<file path="src/rtl/platform_pkg.sv">
// platform_pkg: shared FSM states, half-step coil table, colour bit positions and default bin settings
package platform_pkg;
  typedef enum logic [1:0] {IDLE, RUN, HOLD, DONE} state_t;
  localparam logic [31:0] COIL_TBL = {4'b1001, 4'b0001, 4'b0011, 4'b0010, 4'b0110, 4'b0100, 4'b1100, 4'b1000};
  localparam int RED = 0;
  localparam int BROWN = 1;
  localparam int YELLOW = 2;
  localparam int ORANGE = 3;
  localparam int BLUE = 4;
  localparam int GREEN = 5;
  localparam int NUM_BINS_DEF = 6;
  localparam int STEPS_W_DEF = 12;
  localparam logic [NUM_BINS_DEF*STEPS_W_DEF-1:0] BIN_STEPS_DEF = {12'd25, 12'd50, 12'd75, 12'd100, 12'd75, 12'd50};
  localparam logic [NUM_BINS_DEF-1:0] BIN_DIR_DEF = 6'b111000;
  function automatic logic [3:0] coil_of(input logic [2:0] phase);
    return COIL_TBL[{phase, 2'b00} +: 4];
  endfunction
endpackage

</file>
<file path="src/rtl/stepper_phase_gen.sv">
// stepper_phase_gen: phase index + step divider; en high advances on each divider expiry (step_tick) and clears the divider when low; coil = table[phase]
module stepper_phase_gen import platform_pkg::*; #(
  parameter int STEP_DIV = 97_656,
  parameter bit HALF_STEP = 1'b0
) (
  input  logic       clk,
  input  logic       rst,
  input  logic       en,
  input  logic       dir,
  output logic       step_tick,
  output logic [3:0] coil
);
  localparam int DW = $clog2(STEP_DIV);
  localparam logic [2:0] INC = HALF_STEP ? 3'd1 : 3'd2;
  logic [DW-1:0] div;
  logic [2:0] phase;
  assign step_tick = div == '0;
  assign coil = coil_of(phase);
  always_ff @(posedge clk)
    if (rst) begin
      div <= '0;
      phase <= '0;
    end else if (!en) begin
      div <= '0;
    end else if (step_tick) begin
      phase <= dir ? phase - INC : phase + INC;
      div <= DW'(STEP_DIV - 1);
    end else begin
      div <= div - 1'b1;
    end
endmodule

</file>
<file path="src/rtl/platform_return_ctrl.sv">
// platform_return_ctrl: colour-selected stepper return move (clk, rst, start, colour, abort in; coil, busy, done, err out)
module platform_return_ctrl import platform_pkg::*; #(
  parameter int NUM_BINS = NUM_BINS_DEF,
  parameter int STEPS_W = STEPS_W_DEF,
  parameter logic [NUM_BINS*STEPS_W-1:0] BIN_STEPS = BIN_STEPS_DEF,
  parameter logic [NUM_BINS-1:0] BIN_DIR = BIN_DIR_DEF,
  parameter int STEP_DIV = 97_656,
  parameter int HOLD_CYC = 1_000_000,
  parameter bit HALF_STEP = 1'b0
) (
  input  logic                clk,
  input  logic                rst,
  input  logic                start,
  input  logic [NUM_BINS-1:0] colour,
  input  logic                abort,
  output logic [3:0]          coil,
  output logic                busy,
  output logic                done,
  output logic                err
);
  localparam int HW = $clog2(HOLD_CYC + 1);
  localparam int BW = NUM_BINS > 1 ? $clog2(NUM_BINS) : 1;
  state_t state;
  logic [STEPS_W-1:0] rem;
  logic [HW-1:0] hold;
  logic [BW-1:0] idx;
  logic [STEPS_W-1:0] sel_steps;
  logic [3:0] gen_coil;
  logic dir_q, tick, en, accept;
  always_comb begin
    idx = '0;
    for (int i = 0; i < NUM_BINS; i++) idx = colour[i] ? BW'(i) : idx;
  end
  assign sel_steps = BIN_STEPS[idx*STEPS_W +: STEPS_W];
  assign accept = state == IDLE && start && $onehot(colour);
  assign en = (accept && sel_steps != '0) || (state == RUN && !abort && !(tick && rem == STEPS_W'(1)));
  assign coil = busy ? gen_coil : 4'b0000;
  stepper_phase_gen #(.STEP_DIV(STEP_DIV), .HALF_STEP(HALF_STEP)) u_gen (
    .clk(clk),
    .rst(rst),
    .en(en),
    .dir(state == IDLE ? BIN_DIR[idx] : dir_q),
    .step_tick(tick),
    .coil(gen_coil)
  );
  always_ff @(posedge clk)
    if (rst) begin
      state <= IDLE;
      rem <= '0;
      hold <= '0;
      dir_q <= 1'b0;
      busy <= 1'b0;
      done <= 1'b0;
      err <= 1'b0;
    end else begin
      done <= 1'b0;
      err <= 1'b0;
      case (state)
        IDLE:
          if (accept) begin
            rem <= sel_steps;
            dir_q <= BIN_DIR[idx];
            state <= sel_steps == '0 ? DONE : RUN;
            done <= sel_steps == '0;
            busy <= sel_steps != '0;
          end else if (start) begin
            err <= 1'b1;
          end
        RUN:
          if (abort) begin
            state <= IDLE;
            busy <= 1'b0;
          end else if (tick) begin
            rem <= rem - 1'b1;
            state <= rem == STEPS_W'(1) ? HOLD : RUN;
            hold <= HW'(HOLD_CYC - 1);
          end
        HOLD:
          if (abort || hold == '0) begin
            state <= abort ? IDLE : DONE;
            busy <= 1'b0;
            done <= !abort;
          end else begin
            hold <= hold - 1'b1;
          end
        DONE: state <= IDLE;
      endcase
    end
endmodule
</file>
<file path="config.mk">
export PLATFORM = sky130hd
export DESIGN_NAME = platform_return_ctrl
export DESIGN_NICKNAME = d
export VERILOG_FILES = /design/src/rtl/platform_pkg.sv /design/src/rtl/stepper_phase_gen.sv /design/src/rtl/platform_return_ctrl.sv
export SDC_FILE = /design/constraint.sdc
export NUM_CORES = 1
export LEC_CHECK = 0
export BUFFER_PORTS_ARGS = -buffer_cell sky130_fd_sc_hd__buf_2
export CORE_MARGIN = 4
export CORE_UTILIZATION = 55
export CTS_CLUSTER_DIAMETER = 50
export CTS_CLUSTER_SIZE = 40
export DETAILED_ROUTE_END_ITERATION = 12
export GPL_TIMING_DRIVEN = 0
export PLACE_DENSITY = 0.73
export SETUP_SLACK_MARGIN = 0.4
export SLEW_MARGIN = 0
export SYNTH_ARGS = -nofsm -noshare
export SYNTH_HDL_FRONTEND = slang
export SYNTH_SLANG_ARGS = --single-unit
</file>
<file path="constraint.sdc">
create_clock -name clk -period 4.45 [get_ports clk]
set_clock_uncertainty 0.05 [all_clocks]
set_input_delay 0.89 -clock clk [delete_from_list [all_inputs] [get_ports clk]]
set_output_delay 0.89 -clock clk [all_outputs]
set_load 0.1 [all_outputs]
</file>
==> metrics <==
vias in the first global route=2744; CTS max path bufs=2; final setup fails=0; Syn. warnings=0; final hold vios=0; clock slew at reported path FFs=0.06 ns; crit end category=flop; drt pass-1 iters=5; Req. time, crit path=4.63 ns; hold_buf cts=0; Worst path slowest cell=fa_1; DRC=0; post-route design area=3602 µm²; DR vias/cell=5.936; Async SR Flop Fraction=0%; Die Span Y=83.58 µm; final cell count without fillers=498; post-synthesis sequential area ratio=36.32%; initial antenna violation count=0; Mapped Avg Cell Area=8.077 µm²; Crit path max-delay family=adder cells; flop2flop setup slack=1.10 ns; pwr/cell area=821.7 nW/µm²; Cells on Worst Hold Path=1; clock power share=17.1%; number of synthesized flops with an enable pin=0; actual slew at the worst max-slew pin=0.6983 ns; crit-path max cell delay=0.49 ns; core area=5540 µm²; Sw Pwr=0.001385 W; Slew Limit Fails=0; # rows=27; Iter 0 DRT Violations=291; Final Total Pwr=0.002960 W; Hold Path Class=reg -> reg; sequential power share=26.3%; post-layout minimum cycle time=3.970 ns; Worst Path Arrival=4.15 ns; most frequent CP cell=fa_1; outcome=completed; largest net degree at the start of global routing=11; Num CTS Buffers=9; Die Area=6986 µm²; crit path buf inv count=3; Area Growth Syn to Fin=14.66%; Max Clock Freq=251.9 MHz; reg2reg path depth=9; Net Sw Frac=46.79%; global-route wire length before repair=12630 µm; startpoint types=input port; Vias=2956; Leak=1.411 nW; gpl congestion=0.9082; HPWL after DPL=5194 µm; ratio of cells with drive above 1 in the final layout=10.80%; Buffers on Ports=15; maxcap violations=0; placed instance count=476; placed cell areas=3322 µm²; CTS tree=yes; Initial Utilization=56.71%; DRT Wirelength=7520 µm; fin crit share=89.21%; Int Power=0.001575 W; maximum vdd drop=0.6794 mV; WS Path Type=in -> reg; Overflow after GRT=0; Crit Path Max Fanout=5; combinational share of power=56.5%; die width=83.58 µm; antenna-violating nets left=0; syn_nets=411; antenna fix cells=0; io pins=17; H-Tree Depth=3; DR WL/cell=15.10 µm; max_slew headroom=53.45%; worst-skew pair later-pin latency=0.34 ns; Hold Path End=u_gen.div[0]; clock sink count=57; worst-path cell chain=buf_2, inv_1, fa_1, fa_1, inv_1, ha_1, fa_1, nor4bb_4, nand2_2, o21ai_4, or4b_1, xor2_1, nor2_1; commonest non-fill, non-tap cells in the layout=dfxtp_1 (57), nor2_1 (47), a21oi_1 (40); synthesized flop and latch total=57; Yosys cell types=49; Primary FF master, synth=dfxtp_1; gr usage total=21.97%; Mapped Area=3142 µm²; commonest non-fill, non-tap cell in the layout=dfxtp_1; FF-to-FF Start=state[1]; clk root buf=clkbuf_8; end of the worst register-to-register path=hold[3]; Hold Path Origin=u_gen.div[0]; Cells after Synth=389; nets=443; RSZ-0062 raised after global routing=false
## through the flow
stage | hold slack, ns | TNS, ns | util (%) | setup slack, ns
after global placement | 0.4022 | -0.04508 | 59.96 | -0.02264
final | 0.4251 | 0 | 65.02 | 0.4799
after floorplan | 0.3798 | 0 | - | 0.4121
after global routing | 0.4677 | 0 | 65.02 | 0.3807
after CTS | 0.4234 | 0 | 63.91 | 0.4415
after detailed placement | 0.4145 | -0.04491 | 59.96 | -0.02429
## flip-flops by register name (all words and copies together) (netlist names)
signal       cells
u_gen.div       17
done             1
hold            20
rem             12
dir_q            1
u_gen.phase      2
busy             1
err              1
state            2
## layout make-up
type	instances	area, µm²
plain buffers	14	61.31
clock buffers	14	172.7
clock inverters	2	35.03
fillers	494	1938
inverters	21	78.83
multi-input cells	298	1911
flip-flops and latches	57	1141
well taps	72	90.09
repair buffers	20	112.6
## how the worst max path moves through the flow
stage	start	endpoint	slack, ns	cells after the start
after detailed placement	colour[3]	rem[7]	-0.02	13
after global routing	colour[3]	rem[7]	0.38	13
after CTS	colour[3]	rem[7]	0.44	13
final	colour[3]	rem[7]	0.48	13
after floorplan	colour[0]	rem[9]	0.41	12
after global placement	colour[3]	rem[7]	-0.02	13
## cells in the mapped netlist (4+ instances only)
master	instances	area (µm²)
xor2_1	11	96.34
nand2_1	21	78.83
inv_1	20	75.07
dfxtp_1	57	1141
nor2_1	47	176.4
or4_1	4	30.03
nand2b_1	5	31.28
a211oi_1	4	30.03
or3_1	10	62.56
clkbuf_1	12	45.04
o21ai_0	14	70.07
nand4_1	6	37.54
nor3b_1	5	37.54
xnor2_1	22	192.7
a31oi_1	5	31.28
nand3_1	11	55.05
nor3_1	22	110.1
nor4_1	14	87.58
a21oi_1	40	200.2
ha_1	9	112.6
and3_1	4	25.02
a311oi_1	5	43.79
## power by group through the flow
stage	combinational, W	sequential (W)	clock (W)
after global placement	0.00158	0.000782	0
after floorplan	0.00127	0.000799	0
after detailed placement	0.00160	0.000785	0
after CTS	0.00162	0.000776	0.000515
after global routing	0.00186	0.000801	0.000541
final	0.00167	0.000779	0.000507
## logic make-up after synthesis
| logic type | synth area share, % |
|---|---|
| flops | 36.32 |
| fa+ha+maj | 5.496 |
| buf+inv | 4.460 |
| xor+xnor | 9.199 |
| simple gates | 27.92 |
| compound gates | 16.61 |
## routing by layer
layer	wire length, µm	vias up	global-route usage (%)	share of wire (%)
li1	-	1469	-	-
met1	3467	1388	28.84	46
met4	165	0	10.67	2.2
met5	0	-	0	0
met2	3487	83	34.42	46
met3	399	16	4.245	5.3
## timing repair
action / 4_1_cts / 5_1_grt
gates cloned: 0 / 1
setup buffers: 0 / 5
pin swaps: 0 / 1
setup endpoints to repair: 3 / 8
gates resized for setup: 2 / 2
Note: power is estimated with default switching activity, not from simulation.
